File: config.mk
export PLATFORM = sky130hd
export DESIGN_NAME = scan_select_sequencer
export DESIGN_NICKNAME = d
export VERILOG_FILES = /design/src/rtl/scan_pkg.sv /design/src/rtl/scan_slot_timer.sv /design/src/rtl/scan_select_sequencer.sv
export SDC_FILE = /design/constraint.sdc
export NUM_CORES = 1
export LEC_CHECK = 0
export CORE_MARGIN = 10
export CORE_UTILIZATION = 60
export CTS_BUF_LIST = sky130_fd_sc_hd__clkbuf_8
export CTS_CLUSTER_SIZE = 16
export DETAILED_ROUTE_END_ITERATION = 10
export PLACE_DENSITY = 0.83
export REMOVE_ABC_BUFFERS = 1
export SLEW_MARGIN = 30
export SYNTH_ARGS = -nofsm -noshare
export SYNTH_HDL_FRONTEND = slang
export SYNTH_SLANG_ARGS = --single-unit
export TNS_END_PERCENT = 100
File: constraint.sdc
create_clock -name clk -period 4.2 [get_ports clk]
set_input_delay 0.84 -clock clk [delete_from_list [all_inputs] [get_ports clk]]
set_output_delay 0.84 -clock clk [all_outputs]
set_load 0.03 [all_outputs]
File: src/rtl/scan_pkg.sv
// Shared types for the scan select sequencer: slot index, mask, FSM states
// and the cyclic next-set-bit search used by the skip build.
package scan_pkg;

  localparam int SLOT_W    = 2;
  localparam int NUM_SLOTS = 4;

  typedef logic [SLOT_W-1:0]    slot_t;
  typedef logic [NUM_SLOTS-1:0] mask_t;

  typedef enum logic [1:0] {
    IDLE,
    BLANK,
    DRIVE
  } state_t;

  typedef struct packed {
    logic  ok;
    slot_t idx;
  } pick_t;

  // Search starts after cur and ends on cur itself, so a lone set bit
  // selects the same slot again.
  function automatic pick_t next_set(mask_t m, slot_t cur);
    pick_t p;
    slot_t c;
    p.ok  = 1'b0;
    p.idx = cur;
    for (int k = 1; k <= NUM_SLOTS; k++) begin
      c = cur + slot_t'(k);
      if (!p.ok && m[c]) begin
        p.ok  = 1'b1;
        p.idx = c;
      end
    end
    return p;
  endfunction

  function automatic pick_t first_set(mask_t m);
    return next_set(m, slot_t'(NUM_SLOTS - 1));
  endfunction

endpackage

File: src/rtl/scan_slot_timer.sv
// Slot cycle counter: counts up from 0, cleared by clr or rst.
// Ports: clk, rst, clr in; blank_done, drive_pre, drive_done out.
module scan_slot_timer #(
  parameter int DIV       = 50000,
  parameter int BLANK_CYC = 2
) (
  input  logic clk,
  input  logic rst,
  input  logic clr,
  output logic blank_done,
  output logic drive_pre,
  output logic drive_done
);

  localparam int MAXC = (DIV > BLANK_CYC) ? DIV : BLANK_CYC;
  localparam int CW   = $clog2(MAXC + 1);

  localparam logic [CW-1:0] B_LAST =
    CW'((BLANK_CYC > 0) ? BLANK_CYC - 1 : 0);
  localparam logic [CW-1:0] D_LAST = CW'(DIV - 1);
  localparam logic [CW-1:0] D_PRE  =
    CW'((DIV >= 2) ? DIV - 2 : 0);

  logic [CW-1:0] cnt;

  always_ff @(posedge clk) begin
    if (rst || clr) cnt <= '0;
    else            cnt <= cnt + CW'(1);
  end

  assign blank_done = (cnt == B_LAST);
  assign drive_done = (cnt == D_LAST);
  // One cycle ahead of drive_done so frame_done can be registered.
  assign drive_pre  = (DIV >= 2) && (cnt == D_PRE);

endmodule

File: src/rtl/scan_select_sequencer.sv
// Steps {W1,W0} through slots 0..3 with a blanking gap before each slot.
// Ports: clk, rst, run, digit_mask[3:0] in; W0, W1, En, slot_start,
// frame_done out. Define SCAN_SKIP_EN to skip masked slots entirely.
module scan_select_sequencer
  import scan_pkg::*;
#(
  parameter int DIV       = 50000,
  parameter int BLANK_CYC = 2
) (
  input  logic       clk,
  input  logic       rst,
  input  logic       run,
  input  logic [3:0] digit_mask,
  output logic       W0,
  output logic       W1,
  output logic       En,
  output logic       slot_start,
  output logic       frame_done
);

  state_t state;
  slot_t  idx;
  mask_t  mask_q;

  logic   clr;
  logic   blank_done;
  logic   drive_pre;
  logic   drive_done;

  pick_t  first_pk;
  pick_t  cur_nx;
  pick_t  ent_nx;
  slot_t  ent_idx;
  mask_t  ent_mask;
  logic   cur_en;
  logic   ent_en;
  logic   cur_wrap;
  logic   ent_wrap;

  scan_slot_timer #(
    .DIV       (DIV),
    .BLANK_CYC (BLANK_CYC)
  ) u_timer (
    .clk        (clk),
    .rst        (rst),
    .clr        (clr),
    .blank_done (blank_done),
    .drive_pre  (drive_pre),
    .drive_done (drive_done)
  );

  // ent_* describe the slot that the next DRIVE entry would run, used
  // when DRIVE is entered without a BLANK in between.
  always_comb begin
    ent_idx  = idx;
    ent_mask = mask_q;
    if (state == IDLE) begin
      ent_idx  = first_pk.idx;
      ent_mask = digit_mask;
    end else if (state == DRIVE) begin
      ent_idx  = cur_nx.idx;
      ent_mask = digit_mask;
    end
  end

`ifdef SCAN_SKIP_EN
  assign first_pk = first_set(digit_mask);
  assign cur_nx   = next_set(mask_q, idx);
  assign ent_nx   = next_set(ent_mask, ent_idx);
  assign cur_en   = 1'b1;
  assign ent_en   = 1'b1;
`else
  assign first_pk = '{ok: 1'b1, idx: '0};
  assign cur_nx   = '{ok: 1'b1, idx: slot_t'(idx + 1'b1)};
  assign ent_nx   = '{ok: 1'b1, idx: slot_t'(ent_idx + 1'b1)};
  assign cur_en   = mask_q[idx];
  assign ent_en   = ent_mask[ent_idx];
`endif

  assign cur_wrap = cur_nx.ok && (cur_nx.idx <= idx);
  assign ent_wrap = ent_nx.ok && (ent_nx.idx <= ent_idx);

  always_comb begin
    unique case (state)
      IDLE:    clr = 1'b1;
      BLANK:   clr = blank_done;
      DRIVE:   clr = drive_done;
      default: clr = 1'b1;
    endcase
  end

  always_ff @(posedge clk) begin
    if (rst) begin
      state      <= IDLE;
      idx        <= '0;
      mask_q     <= '0;
      En         <= 1'b0;
      slot_start <= 1'b0;
      frame_done <= 1'b0;
    end else begin
      slot_start <= 1'b0;
      frame_done <= 1'b0;
      unique case (state)
        IDLE: begin
          En <= 1'b0;
          if (run && first_pk.ok) begin
            idx    <= first_pk.idx;
            mask_q <= digit_mask;
            if (BLANK_CYC == 0) begin
              state      <= DRIVE;
              En         <= ent_en;
              slot_start <= 1'b1;
              frame_done <= (DIV == 1) && ent_wrap;
            end else begin
              state <= BLANK;
            end
          end
        end
        BLANK: begin
          En <= 1'b0;
          if (blank_done) begin
            state      <= DRIVE;
            En         <= cur_en;
            slot_start <= 1'b1;
            frame_done <= (DIV == 1) && cur_wrap;
          end
        end
        DRIVE: begin
          if (drive_pre) frame_done <= cur_wrap;
          if (drive_done) begin
            if (run && cur_nx.ok) begin
              idx    <= cur_nx.idx;
              mask_q <= digit_mask;
              if (BLANK_CYC == 0) begin
                En         <= ent_en;
                slot_start <= 1'b1;
                frame_done <= (DIV == 1) && ent_wrap;
              end else begin
                state <= BLANK;
                En    <= 1'b0;
              end
            end else begin
              state <= IDLE;
              En    <= 1'b0;
            end
          end
        end
        default: begin
          state <= IDLE;
          En    <= 1'b0;
        end
      endcase
    end
  end

  assign W0 = idx[0];
  assign W1 = idx[1];

endmodule

=== Word-level counts from Yosys, hierarchy flattened ===
Cells that the tools add are included.

* Bits in registers: 27
* Input port bits: 7
* Output and inout port bits: 5
* Word-level logic and storage cells: 50

* Add/subtract/negate cells: 2
* Order comparisons: 2
* Equal/unequal tests: 9
* Muxes and demuxes: 19
* Bitwise gates (word level): 3
* Reduce and logical (&&, ||, !) cells: 8

{| class="wikitable"
|+ Operators with widths
! cell !! number
|-
| $eq A16 B16 Y1 const B || 2
|-
| $add A16 B1 Y16 const B || 1
|-
| $eq A16 B1 Y1 const B || 1
|-
| $mux W2 || 6
|-
| $mux W4 || 2
|-
| $ne A2 B2 Y1 const B || 4
|-
| $pmux W4 S2 || 1
|-
| $pmux W2 S3 || 1
|-
| $mux W1 || 5
|-
| $pmux W1 S2 || 2
|-
| $pmux W2 S2 || 1
|-
| $reduce_and A4 Y1 || 1
|-
| $lt A2 B3 Y1 const B || 1
|-
| $not A1 Y1 || 3
|-
| $reduce_and A3 Y1 || 1
|-
| $reduce_or A3 Y1 || 1
|-
| $add A2 B1 Y2 const B || 1
|-
| $bmux W1 S2 || 1
|-
| $eq A2 B1 Y1 const B || 1
|-
| $eq A2 B2 Y1 const B || 1
|-
| $le A2 B2 Y1 || 1
|-
| $logic_not A2 Y1 || 1
|-
| $reduce_and A2 Y1 || 1
|-
| $reduce_bool A2 Y1 || 1
|-
| other kinds (2) || 2
|}

=== Depth between registers and ports, before layout ===
* Depth in word-level cells: 4
* Mapped depth: 8
* Gate-level depth less buffers: 7

=== By module ===
From an unflattened synthesis, not the netlist that was laid out.

* Cells, all modules: 161
* Area total of the unflattened synthesis: 1493.9 um2

{| class="wikitable"
|+ By module, submodules not included
! module !! times used !! cells an instance !! area each (um2) !! seq. area each (um2)
|-
| scan_slot_timer || 1 || 101 || 905.9 || 320.3
|-
| scan_select_sequencer || 1 || 60 || 588.1 || 220.2
|}

=== Worst setup path before layout ===
OpenSTA, ideal clock, no wires.

* Path type: register -> register
* Start: register u_timer.cnt[0]
* End: register u_timer.cnt[10]
* Library setup time: 115 ps
* Arrival time: 1995 ps
* Data required time: 4085 ps
* Slack: 2090 ps
* Stages on the path, launching flop included: 8
* Buffers on the path: 1
* Period minus slack after synthesis: 2110 ps
* Path through: dfxtp_1 -> ha_1 -> or4b_2 -> nor4_1 -> nand2_1 -> nand4_1 -> buf_6 -> nor2_1

* Longest elaborated chain between the ends: 3
* Elaborated cells between the ends (all ways): 5
* Those cells by class: 1 x add/sub; 2 x eq/ne; 1 x mux; 1 x reduce/logical

{| class="wikitable"
|+ RTL lines
! what !! RTL line !! text
|-
| from (decl) || scan_slot_timer.sv:24 || <nowiki>logic [CW-1:0] cnt;</nowiki>
|-
| from (signal assigned) || scan_slot_timer.sv:28 || <nowiki>else cnt <= cnt + CW'(1);</nowiki>
|-
| branches (longest 3 deep; another with $add A16 B1 Y16) || -- ||
|}

Parallel ways; which one is timed is not known.
A chain may end at the register's enable or synchronous reset.

=== Final worst setup path ===
* Start: register u_timer.cnt[0]
* End: register u_timer.cnt[8]

Same word-level chain as after synthesis.

==> impl_table.tex <==
\begin{tabular}{lr}
\hline
Metric & Value \\
\hline
\multicolumn{2}{l}{\textbf{Outcome}} \\
Outcome & finished clean \\
\multicolumn{2}{l}{\textbf{Die}} \\
Placement Rows & 16 \\
Overall die area & 4479 um\^{}2 \\
Initial Util & about two thirds \\
Number of top-level design ports & 12 \\
Horiz. Die Dim & approximately 67 um \\
Die height & around 67 um \\
Placeable core area & 2022 um\^{}2 \\
\multicolumn{2}{l}{\textbf{Clock tree}} \\
Clk root buf & sky130\_fd\_sc\_hd\_\_clkbuf\_8 \\
Clock buffers created by TritonCTS & 3 \\
Clock slew at reported path FFs & about 80 ps \\
Cts repair resizes & 0 \\
Buffers inserted during post-CTS setup optimization & 0 \\
Clock insertion delay at the later pin of the skew report & around 270 ps \\
Maximum level of the CTS H-tree & 1 \\
Clock tree from TritonCTS & yes \\
Number of buffers on the longest clock path & 2 \\
CTS Hold Buffers Added & 0 \\
Clock sink count & 27 \\
\multicolumn{2}{l}{\textbf{Route}} \\
First-iteration detailed-routing DRC count & 55 \\
Routed WL per cell & around 15 um \\
Vias & $\sim$1100 \\
Number of DRC violations after detailed routing & 0 \\
Detailed-route vias per instance & roughly 5.8 \\
ANT nets after route & 0 \\
DRT Pass-1 Iters & 4 \\
Total wirelength of the detailed-routed design & about 2800 um \\
\multicolumn{2}{l}{\textbf{Power}} \\
Power density cells & $\sim$310 nW/um\^{}2 \\
Leakage & roughly 0.00053 uW \\
Worst supply voltage drop on vdd & 278.1 uV \\
\multicolumn{2}{l}{\textbf{Cells and area}} \\
Share of the core filled with cells in the final layout & 73.58\% \\
Filler cell count & 150 \\
Most common library cell in the layout ignoring fill and taps & sky130\_fd\_sc\_hd\_\_dfxtp\_1 \\
Signed area change from the synthesized netlist to the final layout & 12.59\% \\
Fraction of final layout cells sized beyond drive strength 1 & 7.742\% \\
Most frequent cells in the layout & 27 x sky130\_fd\_sc\_hd\_\_dfxtp\_1, 25 x sky130\_fd\_sc\_hd\_\_nor2\_1, 11 x sky130\_fd\_sc\_hd\_\_clkdlybuf4s50\_1 \\
Total inserted antenna cells & 0 \\
Number of nets in the finished design & around 170 \\
Count of non-filler cells in the finished layout & 182 \\
\multicolumn{2}{l}{\textbf{Global route}} \\
Number of antenna violations at the first check in global routing & 0 \\
Wire length of the first global-routing pass & approximately 4700 um \\
Maximum number of pins on one net before global-route repair & 15 \\
Total routing usage reported by global routing & a little over an eighth \\
Via count of the first global-routing pass & approximately 1100 \\
Total gr overflow & 0 \\
\multicolumn{2}{l}{\textbf{Setup path}} \\
Reg2reg setup slack & 1590 ps \\
Worst setup path category & reg -> reg \\
Number of cells on the worst reg-to-reg path & 6 \\
Slowest Stage Delay on Critical Path & 580 ps \\
Startpoint type of the worst setup path & register \\
Critical path peak fanout & 13 \\
Slowest cell on the critical path & sky130\_fd\_sc\_hd\_\_or4b\_2 \\
Endpoint required time on the critical path & between 4000 and 5000 ps \\
Buffer and inverter count on the worst path & 0 \\
Kind of end point of the critical path & register \\
Worst r2r dst & u\_timer.cnt[8]\$\_SDFF\_PP0\_ \\
Worst reg2reg startpoint & u\_timer.cnt[0]\$\_SDFF\_PP0\_ \\
Sequence of cells on the critical path & ha\_1 > or4b\_2 > nor4\_1 > nand2\_1 > nand4\_1 > nor2\_1 \\
Critical path arrival & roughly 2700 ps \\
Family with the most delay on the worst path & simple AND/OR/NAND/NOR gates \\
\multicolumn{2}{l}{\textbf{Logic synthesis}} \\
Primary flip-flop cell chosen by synthesis mapping & sky130\_fd\_sc\_hd\_\_dfxtp\_1 \\
Flops \& latches, synth & 27 \\
Number of flops mapped to enable cells by yosys & 0 \\
Synth top area share & approximately two fifths \\
Synth area leader & sky130\_fd\_sc\_hd\_\_dfxtp\_1 \\
Proportion of synthesized flip-flops having asynchronous set or reset & 0\% \\
Part of the Yosys area used for sequential elements & about 41\% \\
Synthesized netlist cell count & between 100 and 150 \\
Top area cells in the synthesized netlist & sky130\_fd\_sc\_hd\_\_dfxtp\_1 41\%, sky130\_fd\_sc\_hd\_\_ha\_1 7.6\%, sky130\_fd\_sc\_hd\_\_nor2\_1 7.1\% \\
Syn Std Cell Area & $\sim$1300 um\^{}2 \\
Warning count from the yosys run & 0 \\
Distinct cell type count after synthesis & 31 \\
Average size of a mapped cell & approximately 9 um\^{}2 \\
\multicolumn{2}{l}{\textbf{Timing}} \\
Max-slew headroom & $\sim$58\% \\
RSZ-0062 raised after global routing & no \\
Min Clock Period, post-route & 2610 ps \\
Highest achievable clock rate & $\sim$380 MHz \\
Final critical-path share of the clock period & $\sim$62\% \\
Final setup violation count & 0 \\
Transition time at the pin with the least slew margin & between 600 and 700 ps \\
Final TNS setup & 0 ps \\
Number of endpoints with negative hold slack in the final report & 0 \\
Number of max-slew violations in the final report & 0 \\
Clock tree skew after final layout & about 1.9 ps \\
\multicolumn{2}{l}{\textbf{Placement}} \\
Instance count after placement with tap cells included & $\sim$180 \\
IO buf count & 11 \\
Final weighted congestion of routability-driven global placement & about 0.85 \\
Post-detailed-placement half-perimeter wirelength & 2045 um \\
\multicolumn{2}{l}{\textbf{Hold path}} \\
Hold WC Path Type & reg -> reg \\
HP Start & En\$\_SDFFE\_PP0N\_ \\
Hold-critical path depth & 2 \\
Capture endpoint of the worst hold path & En\$\_SDFFE\_PP0N\_ \\
\multicolumn{2}{l}{\textbf{Run}} \\
Number of max-cap violations & 0 \\
\hline
\end{tabular}
==> report_power, final <==
part / switching (uW) / leakage, uW / internal, uW
Combinational: 31.3 / 0.000289 / 24.1
Clock: 74.7 / 0.0000269 / 65.4
Sequential: 6.57 / 0.000218 / 263
Total: 113 / 0.000535 / 353
==> flip-flops by register name, indices dropped and copies added, names as in the netlist <==
| name | cells |
|---|---|
| idx | 2 |
| En | 1 |
| slot_start | 1 |
| frame_done | 1 |
| u_timer.cnt | 16 |
| mask_q | 4 |
| state | 2 |
==> logic make-up after synthesis <==
family / synth area share, %
simple gates: 28.60
compound gates: 5.967
buf+inv: 3.409
fa+ha+maj: 7.576
mux: 5.587
xor+xnor: 7.954
flops: 40.91
==> Yosys cell counts (all sizes together) (3+ instances only) <==
| master | n |
|---|---|
| nand4 | 8 |
| and3 | 3 |
| nand2b | 3 |
| nor2 | 25 |
| nand3 | 9 |
| a21oi | 5 |
| xnor2 | 4 |
| inv | 6 |
| mux2i | 4 |
| ha | 8 |
| nand2 | 8 |
| dfxtp | 27 |
| and4 | 4 |
| or4 | 3 |
| xor2 | 8 |
| clkbuf | 3 |
==> how the worst max path moves through the flow <==
stage          slack, ps  cells past startpoint                    endpoint                       from
6_report            1590                      6   u_timer.cnt[8]$_SDFF_PP0_  u_timer.cnt[0]$_SDFF_PP0_
4_1_cts             1660                      6   u_timer.cnt[8]$_SDFF_PP0_  u_timer.cnt[0]$_SDFF_PP0_
2_1_floorplan       2040                      6  u_timer.cnt[10]$_SDFF_PP0_  u_timer.cnt[0]$_SDFF_PP0_
3_5_place_dp        1690                      6   u_timer.cnt[5]$_SDFF_PP0_  u_timer.cnt[0]$_SDFF_PP0_
3_3_place_gp        1810                      6   u_timer.cnt[7]$_SDFF_PP0_  u_timer.cnt[0]$_SDFF_PP0_
5_1_grt             1340                      6   u_timer.cnt[8]$_SDFF_PP0_  u_timer.cnt[0]$_SDFF_PP0_
==> through the flow <==
step                      total power [uW]  cell area, um^2  worst slack (ps)  hold slack, ps
final                                465.4             1488              1590           484.5
after global routing                 486.2             1488              1342           502.9
after CTS                            469.2             1488              1657           482.9
after detailed placement             330.5             1443              1692           471.0
after global placement               326.6             1443              1813           461.7
after floorplan                      311.4             1299              2039           452.6
==> layout make-up <==
| class | count | area [um^2] | area share [%] |
|---|---|---|---|
| multi-input combinational | 107 | 735.7 | 49.45 |
| clock inverter | 1 | 3.754 | 0.2523 |
| sequential | 27 | 540.5 | 36.33 |
| inverter | 6 | 22.52 | 1.514 |
| clock buffer | 3 | 41.29 | 2.775 |
| timing repair buffer | 11 | 110.1 | 7.401 |
| tap | 27 | 33.78 | 2.271 |
==> per-layer routing <==
layer | track usage (%) | vias up | part of all wire (%)
met2 | 22.63 | 29 | 49
met1 | 15.03 | 501 | 44
met5 | 0 | - | 0
met3 | 3.344 | 6 | 5.0
met4 | 6.154 | 0 | 1.8
li1 | - | 528 | -
==> worst reg2reg max path: stages, from the launching register on <==
cell and delay (ps):
sky130_fd_sc_hd__dfxtp_1 430, sky130_fd_sc_hd__ha_1 170, sky130_fd_sc_hd__or4b_2 580, sky130_fd_sc_hd__nor4_1 510
sky130_fd_sc_hd__nand2_1 180, sky130_fd_sc_hd__nand4_1 470, sky130_fd_sc_hd__nor2_1 140
Note: power is estimated with default switching activity, not from simulation.
